File: src/rtl/lr_inference_controller.sv
// Logistic-regression sequencer: weight/bias store, streamed feature MAC and
// hard-sigmoid decision. One shared multiply-accumulate, one feature per cycle.
//   state  | meaning
//   IDLE   | accepting config writes or the first feature of a vector
//   ACCUM  | accumulating features 1..N_FEAT-1
//   OUTPUT | result held until out_ready
module lr_inference_controller #(
    parameter int N_FEAT = 2,
    parameter int DATA_W = 32,
    parameter int ADDR_W = 4
) (
    input  logic              clk,
    input  logic              reset,
    input  logic              cfg_we,
    input  logic [ADDR_W-1:0] cfg_addr,
    input  logic [DATA_W-1:0] cfg_wdata,
    output logic              cfg_ready,
    input  logic              in_valid,
    output logic              in_ready,
    input  logic [DATA_W-1:0] in_data,
    input  logic              in_last,
    output logic              out_valid,
    input  logic              out_ready,
    output logic              out_class,
    output logic [DATA_W-1:0] out_score,
    output logic              out_err,
    output logic [15:0]       frame_count
);

    typedef enum logic [1:0] {IDLE, ACCUM, OUTPUT} state_t;

    localparam logic signed [DATA_W-1:0] W0_RST   = DATA_W'(5);
    localparam logic signed [DATA_W-1:0] W1_RST   = DATA_W'(-3);
    localparam logic signed [DATA_W-1:0] BIAS_RST = DATA_W'(1);

    state_t                    state;
    logic signed [DATA_W-1:0]  w [N_FEAT];
    logic signed [DATA_W-1:0]  bias;
    logic signed [DATA_W-1:0]  acc;
    logic [ADDR_W-1:0]         k;

    logic [ADDR_W-1:0]         idx;
    logic signed [DATA_W-1:0]  w_sel;
    logic signed [DATA_W-1:0]  prod;
    logic signed [DATA_W-1:0]  acc_next;
    logic                      beat;
    logic                      last_beat;
    logic                      done;
    logic                      err;

    // A config write in IDLE wins over a feature beat on the same cycle.
    assign cfg_ready = (state == IDLE);
    assign in_ready  = ((state == IDLE) && !cfg_we) || (state == ACCUM);
    assign beat      = in_valid && in_ready;

    assign idx       = (state == ACCUM) ? k : '0;
    assign last_beat = (idx == ADDR_W'(N_FEAT - 1));
    assign done      = in_last || last_beat;
    assign err       = in_last ^ last_beat;

    always_comb begin
        w_sel = '0;
        for (int i = 0; i < N_FEAT; i++) begin
            if (idx == ADDR_W'(i)) w_sel = w[i];
        end
    end

    // Product truncated to DATA_W bits; the sum wraps with no saturation.
    assign prod     = w_sel * $signed(in_data);
    assign acc_next = ((state == IDLE) ? bias : acc) + prod;

    always_ff @(posedge clk) begin
        if (reset) begin
            state       <= IDLE;
            acc         <= '0;
            k           <= '0;
            out_valid   <= 1'b0;
            out_class   <= 1'b0;
            out_score   <= '0;
            out_err     <= 1'b0;
            frame_count <= '0;
            bias        <= BIAS_RST;
            for (int i = 0; i < N_FEAT; i++) begin
                w[i] <= (i == 0) ? W0_RST : ((i == 1) ? W1_RST : '0);
            end
        end else begin
            if (cfg_we && cfg_ready) begin
                for (int i = 0; i < N_FEAT; i++) begin
                    if (cfg_addr == ADDR_W'(i)) w[i] <= cfg_wdata;
                end
                if (cfg_addr == ADDR_W'(N_FEAT)) bias <= cfg_wdata;
            end
            case (state)
                IDLE, ACCUM: begin
                    if (beat) begin
                        acc <= acc_next;
                        k   <= idx + ADDR_W'(1);
                        if (done) begin
                            state     <= OUTPUT;
                            out_valid <= 1'b1;
                            out_score <= acc_next;
                            out_class <= (acc_next > 0);
                            out_err   <= err;
                        end else begin
                            state <= ACCUM;
                        end
                    end
                end
                OUTPUT: begin
                    if (out_ready) begin
                        out_valid   <= 1'b0;
                        frame_count <= frame_count + 16'd1;
                        state       <= IDLE;
                    end
                end
                default: state <= IDLE;
            endcase
        end
    end

endmodule

File: config.mk
export PLATFORM = sky130hd
export DESIGN_NAME = lr_inference_controller
export DESIGN_NICKNAME = d
export VERILOG_FILES = /design/src/rtl/lr_inference_controller.sv
export SDC_FILE = /design/constraint.sdc
export NUM_CORES = 2
export LEC_CHECK = 0
export CELL_PAD_IN_SITES_DETAIL_PLACEMENT = 1
export CELL_PAD_IN_SITES_GLOBAL_PLACEMENT = 1
export CORE_UTILIZATION = 49
export CTS_CLUSTER_SIZE = 40
export DETAILED_ROUTE_END_ITERATION = 8
export PLACE_DENSITY = 0.94
export SYNTH_ARGS = -nofsm -noshare
export SYNTH_HDL_FRONTEND = slang
export SYNTH_SLANG_ARGS = --single-unit
File: constraint.sdc
create_clock -name clk -period 12.1 [get_ports clk]
set_input_delay 1.21 -clock clk [delete_from_list [all_inputs] [get_ports clk]]
set_output_delay 1.21 -clock clk [all_outputs]
set_load 0.005 [all_outputs]
==> After elaboration in Yosys (flattened, before gate mapping) <==
Memories as Yosys holds them, arrays and structs flattened.
Cells that the tools add are included.
{ "word_totals": {"mem_count": 1, "input_bits": 74, "out_inout_bits": 53, "register_bits": 121, "wordCells": 67, "ramBits": 64} }
{ "classes": {"n_mul": 1, "bitwise": 3, "order_cmp": 1, "muxes": 24, "reduce_logical": 17, "eq_ne": 8, "add_sub_neg": 3} }
{ "memory_table": {"columns": ["memory", "words", "word_bits", "read_ports", "rd_clocked_by_memory_dff", "write_ports", "line", "rtl"], "rows": [
  ["w", 2, 32, 2, 0, 2, "37", "logic signed [DATA_W-1:0] w [N_FEAT];"]
]} }
{ "ops": {"columns": ["operator", "n"], "rows": [
  ["$mux 32", 5],
  ["$add 32x32->32", 1],
  ["$gt 32x1->1 const B", 1],
  ["$mul 32x32->32", 1],
  ["$add 16x1->16 const B", 1],
  ["$mux 1", 13],
  ["$eq 4x1->1 const B", 2],
  ["$logic_not 4->1", 2],
  ["$reduce_and 2->1", 4],
  ["$mux 2", 3],
  ["$ne 2x2->1 const B", 3],
  ["$add 4x1->4 const B", 1],
  ["$eq 4x2->1 const B", 1],
  ["$mux 4", 1],
  ["$pmux 2 s2", 1],
  ["$reduce_and 4->1", 1],
  ["$logic_and 1x1->1", 3],
  ["$reduce_and 3->1", 1],
  ["$eq 2x1->1 const B", 1],
  ["$eq 2x2->1 const B", 1],
  ["$logic_not 2->1", 1],
  ["$logic_or 1x1->1", 2],
  ["$or 1x1->1", 2],
  ["$pmux 1 s2", 1],
  ["other kinds (4)", 4]
]} }

==> Depth between registers and ports, before layout <==
{ "logic_depth": {"depth_word": 8, "mapped_depth": 39, "depth_no_buf": 35} }

==> Worst setup path after synthesis <==
OpenSTA, ideal clock, no wires.
{ "synth_timing": {"path_kind": "register to register", "start": "register state[0]", "end": "register out_class", "slack_ns": 3.217, "stages_incl_launch_ff": 37, "t_arrival_ns": 8.744, "setup_time_ns": 0.138, "n_path_buf": 4, "period_less_slack_ns": 8.883, "required_ns": 11.962, "path_cell_list": "dfxtp_1 inv_1 nor2_1 nand2_1 ha_1 nor2b_1 buf_2 o21a_1 buf_2 buf_4 a22o_1 clkbuf_1 nand2_1 fa_1 inv_1 fa_1 inv_1 fa_1 fa_1 fa_1 fa_1 inv_1 fa_1 inv_1 fa_1 inv_1 ha_1 and2_1 nor2b_1 o21ai_0 a21oi_1 nor2_1 o21ai_0 xor2_1 or4b_1 nor4b_1 a221oi_2"} }
{ "synth_between": {"elab_chain_len": 8, "elab_cells_between_ends": 17, "classes_between": "1 x add/sub; 1 x mul; 1 x order compare; 2 x eq/ne; 4 x mux; 8 x reduce/logical"} }
{ "synth_rtl": {"columns": ["element", "line", "rtl"], "rows": [
  ["start: declaration", "36", "state_t state;"],
  ["start signal: assignment", "74", "state <= IDLE;"],
  ["start signal: assignment", "99", "state <= OUTPUT;"],
  ["start signal: assignment", "105", "state <= ACCUM;"],
  ["$eq 2x1->1", "53, 56, 93", null],
  ["$mux 4", "56", "assign idx = (state == ACCUM) ? k : '0;"],
  ["$logic_not 4->1", "64", "if (idx == ADDR_W'(i)) w_sel = w[i];"],
  ["$mux 32 (2 in a row)", "64", null],
  ["$mul 32x32->32", "69", "assign prod = w_sel * $signed(in_data);"],
  ["$add 32x32->32", "70", "assign acc_next = ((state == IDLE) ? bias : acc) + prod;"],
  ["$gt 32x1->1", "102", "out_class <= (acc_next > 0);"],
  ["end signal: assignment", "102", null],
  ["end: declaration", "24", "output logic out_class,"]
]} }
Parallel ways exist; a longest one is shown, timed or not.
A chain may end at the register's enable or synchronous reset.

==> Worst setup path after layout <==
Same ends and word-level chain as after synthesis.

==> impl_metrics.env <==
export IMPL_yosysSeqAreaShare=0.174
export IMPL_ant_nets=0
export IMPL_fp_dieW_microns=228
export IMPL_vias=21400
export IMPL_synth_cell_type_count=67
export IMPL_max_stage_delay_ns=1.09
export IMPL_worst_setup_path_end_kind="flip-flop"
export IMPL_wl_per_cell_microns=29.2
export IMPL_holdPathStages=2
export IMPL_synth_main_ff_cell="dfxtp_1"
export IMPL_synth_fp_nets=3393
export IMPL_final_common_cell="inv_1"
export IMPL_worstPathArrival_ns=12.13
export IMPL_cts_resized=0
export IMPL_first_pass_iters=5
export IMPL_fin_nets=3433
export IMPL_fin_crit_sh=0.976
export IMPL_cts_buffers=17
export IMPL_regArea_sq_um=4340
export IMPL_htree_levels=4
export IMPL_globalplace_congestion=0.904
export IMPL_hold_slack_ns=0.459
export IMPL_cts_setup_buffers=0
export IMPL_hold_viol_final=0
export IMPL_r2r_end="out_class"
export IMPL_initial_core_util=0.497
export IMPL_grt_max_degree=74
export IMPL_synth_area_sq_um=24900
export IMPL_crit_fanout=23
export IMPL_postLayoutCoreUtil=0.545
export IMPL_gr_usage_all_layers=0.402
export IMPL_dp_hpwl_microns=69700
export IMPL_clk_latency_ns=0.47
export IMPL_drive_above_1_share=0.0313
export IMPL_hold_start="out_score[25]"
export IMPL_core_area_sq_um=50200
export IMPL_hold_buffers=0
export IMPL_dieHeight_microns=228
export IMPL_drc=0
export IMPL_start_kind="flip-flop"
export IMPL_rsz0062_at_grt="no"
export IMPL_fin_tns_setup_ns=0
export IMPL_status="finished, final reports clean"
export IMPL_syn2layout_area_growth_pct=9.56
export IMPL_maxCapViolCount=0
export IMPL_worstPathRequired_ns=12.42
export IMPL_num_io_pins=127
export IMPL_path_class="flip-flop to flip-flop"
export IMPL_cp_common_cell="fa_1"
export IMPL_ys_seq_elements=185
export IMPL_fillCellCount=5640
export IMPL_worstMarginPinSlew_ns=1.48
export IMPL_grt_pass1_wl_microns=152000
export IMPL_vias_per_cell=6.21
export IMPL_synth_warnings=0
export IMPL_hold_path_class="flip-flop to flip-flop"
export IMPL_cts_sinks=185
export IMPL_clk_pin_slew_ns=0.08
export IMPL_cts_tree="built"
export IMPL_async_reset_ff_frac=0
export IMPL_io_buffers=126
export IMPL_critPathSlowestCell="a22o_1"
export IMPL_reg2regPathDepth=30
export IMPL_cts_path_max_buffers=2
export IMPL_clock_fmax_mhz=84.7
export IMPL_min_to="out_score[25]"
export IMPL_maxSlewHeadroom=0.0123
export IMPL_multi_input_area_sq_um=18100
export IMPL_post_place_ws_ns=0.852
export IMPL_drtIter0Drc=2041
export IMPL_grt_overflow=0
export IMPL_final_cell_mix="inv_1 (525), nand2_1 (445), fa_1 (438)"
export IMPL_synth_cells=2725
export IMPL_wl_microns=101000
export IMPL_avgSynthCellArea_sq_um=9.15
export IMPL_synth_edff_count=64
export IMPL_slew_violations=0
export IMPL_clockRootBuffer="clkbuf_16"
export IMPL_skew_ns=0.0137
export IMPL_dieArea_sq_um=51800
export IMPL_antenna_found_initial=5
export IMPL_fin_ws_ns=0.291
export IMPL_setup_viol=0
export IMPL_period_needed_ns=11.81
export IMPL_grt_pass1_vias=25100
export IMPL_rows=82
export IMPL_rr_startpoint="state[0]"
export IMPL_reg2reg_slack_ns=0.29
## flip-flops by register name (all words and copies together) (netlist names)
signal,flops
acc,32
w,64
state,2
out_score,32
frame_count,16
k,4
out_valid,1
bias,32
out_class,1
out_err,1
## logic make-up (layout without fill, tap and decap cells)
group,after synthesis,in the layout,share of synthesized area
XOR/XNOR,88,88,0.0382
AO/OA/AOI/OAI,250,250,0.0647
adder cells (fa/ha/maj),594,594,0.430
AND/OR/NAND/NOR,910,910,0.178
buffers and inverters,665,718,0.102
other,0,1,0
flip-flops,185,185,0.174
multiplexers,33,33,0.0134
## worst max-delay path, delay by kind of cell, from the launching register on
family	cells	cell delay, ns
flops	1	0.48
simple gates	9	3.40
fa+ha+maj	10	4.61
buf+inv	4	0.43
compound gates	7	2.70
## cells in the mapped netlist (2+ instances only)
library cell | n | area, sq um
a21o_1 | 6 | 45.0
mux2_2 | 3 | 33.8
buf_2 | 6 | 30.0
nand3b_1 | 2 | 15.0
nor4_1 | 6 | 37.5
a21boi_1 | 5 | 37.5
dfxtp_1 | 121 | 2420
a311o_1 | 2 | 20.0
or4_1 | 2 | 15.0
fa_1 | 438 | 8770
buf_1 | 2 | 7.51
edfxtp_1 | 64 | 1920
a31oi_1 | 3 | 18.8
o22ai_1 | 8 | 50.1
nor2b_1 | 5 | 31.3
buf_4 | 2 | 15.0
mux2i_1 | 30 | 300
clkbuf_1 | 125 | 469
nor3_1 | 7 | 35.0
and3_1 | 5 | 31.3
o211ai_1 | 20 | 150
o21ai_0 | 20 | 100
xnor2_1 | 50 | 438
nand2_1 | 445 | 1670
o2111ai_1 | 2 | 17.5
o31ai_1 | 2 | 15.0
a21boi_0 | 5 | 37.5
nand3_1 | 17 | 85.1
and2_1 | 321 | 2010
a22o_1 | 21 | 184
inv_1 | 525 | 1970
o21bai_1 | 3 | 22.5
nand4_1 | 3 | 18.8
nand2b_1 | 33 | 206
o21a_1 | 11 | 82.6
a21oi_1 | 115 | 576
nor2_1 | 56 | 210
ha_1 | 156 | 1950
buf_6 | 4 | 45.0
a2bb2oi_1 | 2 | 17.5
xnor3_1 | 10 | 225
xor2_1 | 25 | 219
a2111oi_0 | 3 | 26.3
xor3_1 | 3 | 71.3
a211oi_1 | 9 | 67.6
## layout make-up
cell class,instances,share of cell area
timing repair buffer,160,0.0554
tap,672,0.0308
multi-input combinational,1875,0.663
inverter,526,0.0723
clock inverter,15,0.00421
antenna,1,0.0000916
clock buffer,17,0.0156
sequential,185,0.159
## per-stage QoR
stage / instance area [sq um] / cells
after floorplan: 24900 / 2725
after global placement: 26800 / 3418
after detailed placement: 26800 / 3418
after CTS: 27300 / 3450
after global routing: 27300 / 3450
final: 27300 / 3451
## how the worst max path moves through the flow
stage | from | to | slack [ns] | cells past startpoint
finish | state[0] | out_class | 0.29 | 30
global route | state[0] | out_class | 0.15 | 32
CTS | state[0] | out_class | 0.61 | 30
detailed placement | state[0] | out_class | 0.85 | 32
global placement | state[0] | out_class | 1.77 | 32
floorplan | state[0] | out_class | 3.22 | 36
## per-layer routing
metal / vias up / routed length (microns) / track usage
met3: 676 / 10400 / 0.107
met5: - / 0 / 0
met2: 1740 / 47900 / 0.659
met4: 0 / 9700 / 0.343
li1: 8313 / - / -
met1: 10700 / 32900 / 0.434
Power is left out: the tool's default activity adds up to more than one toggle a clock period on the data nets, which glitch-free logic cannot reach.
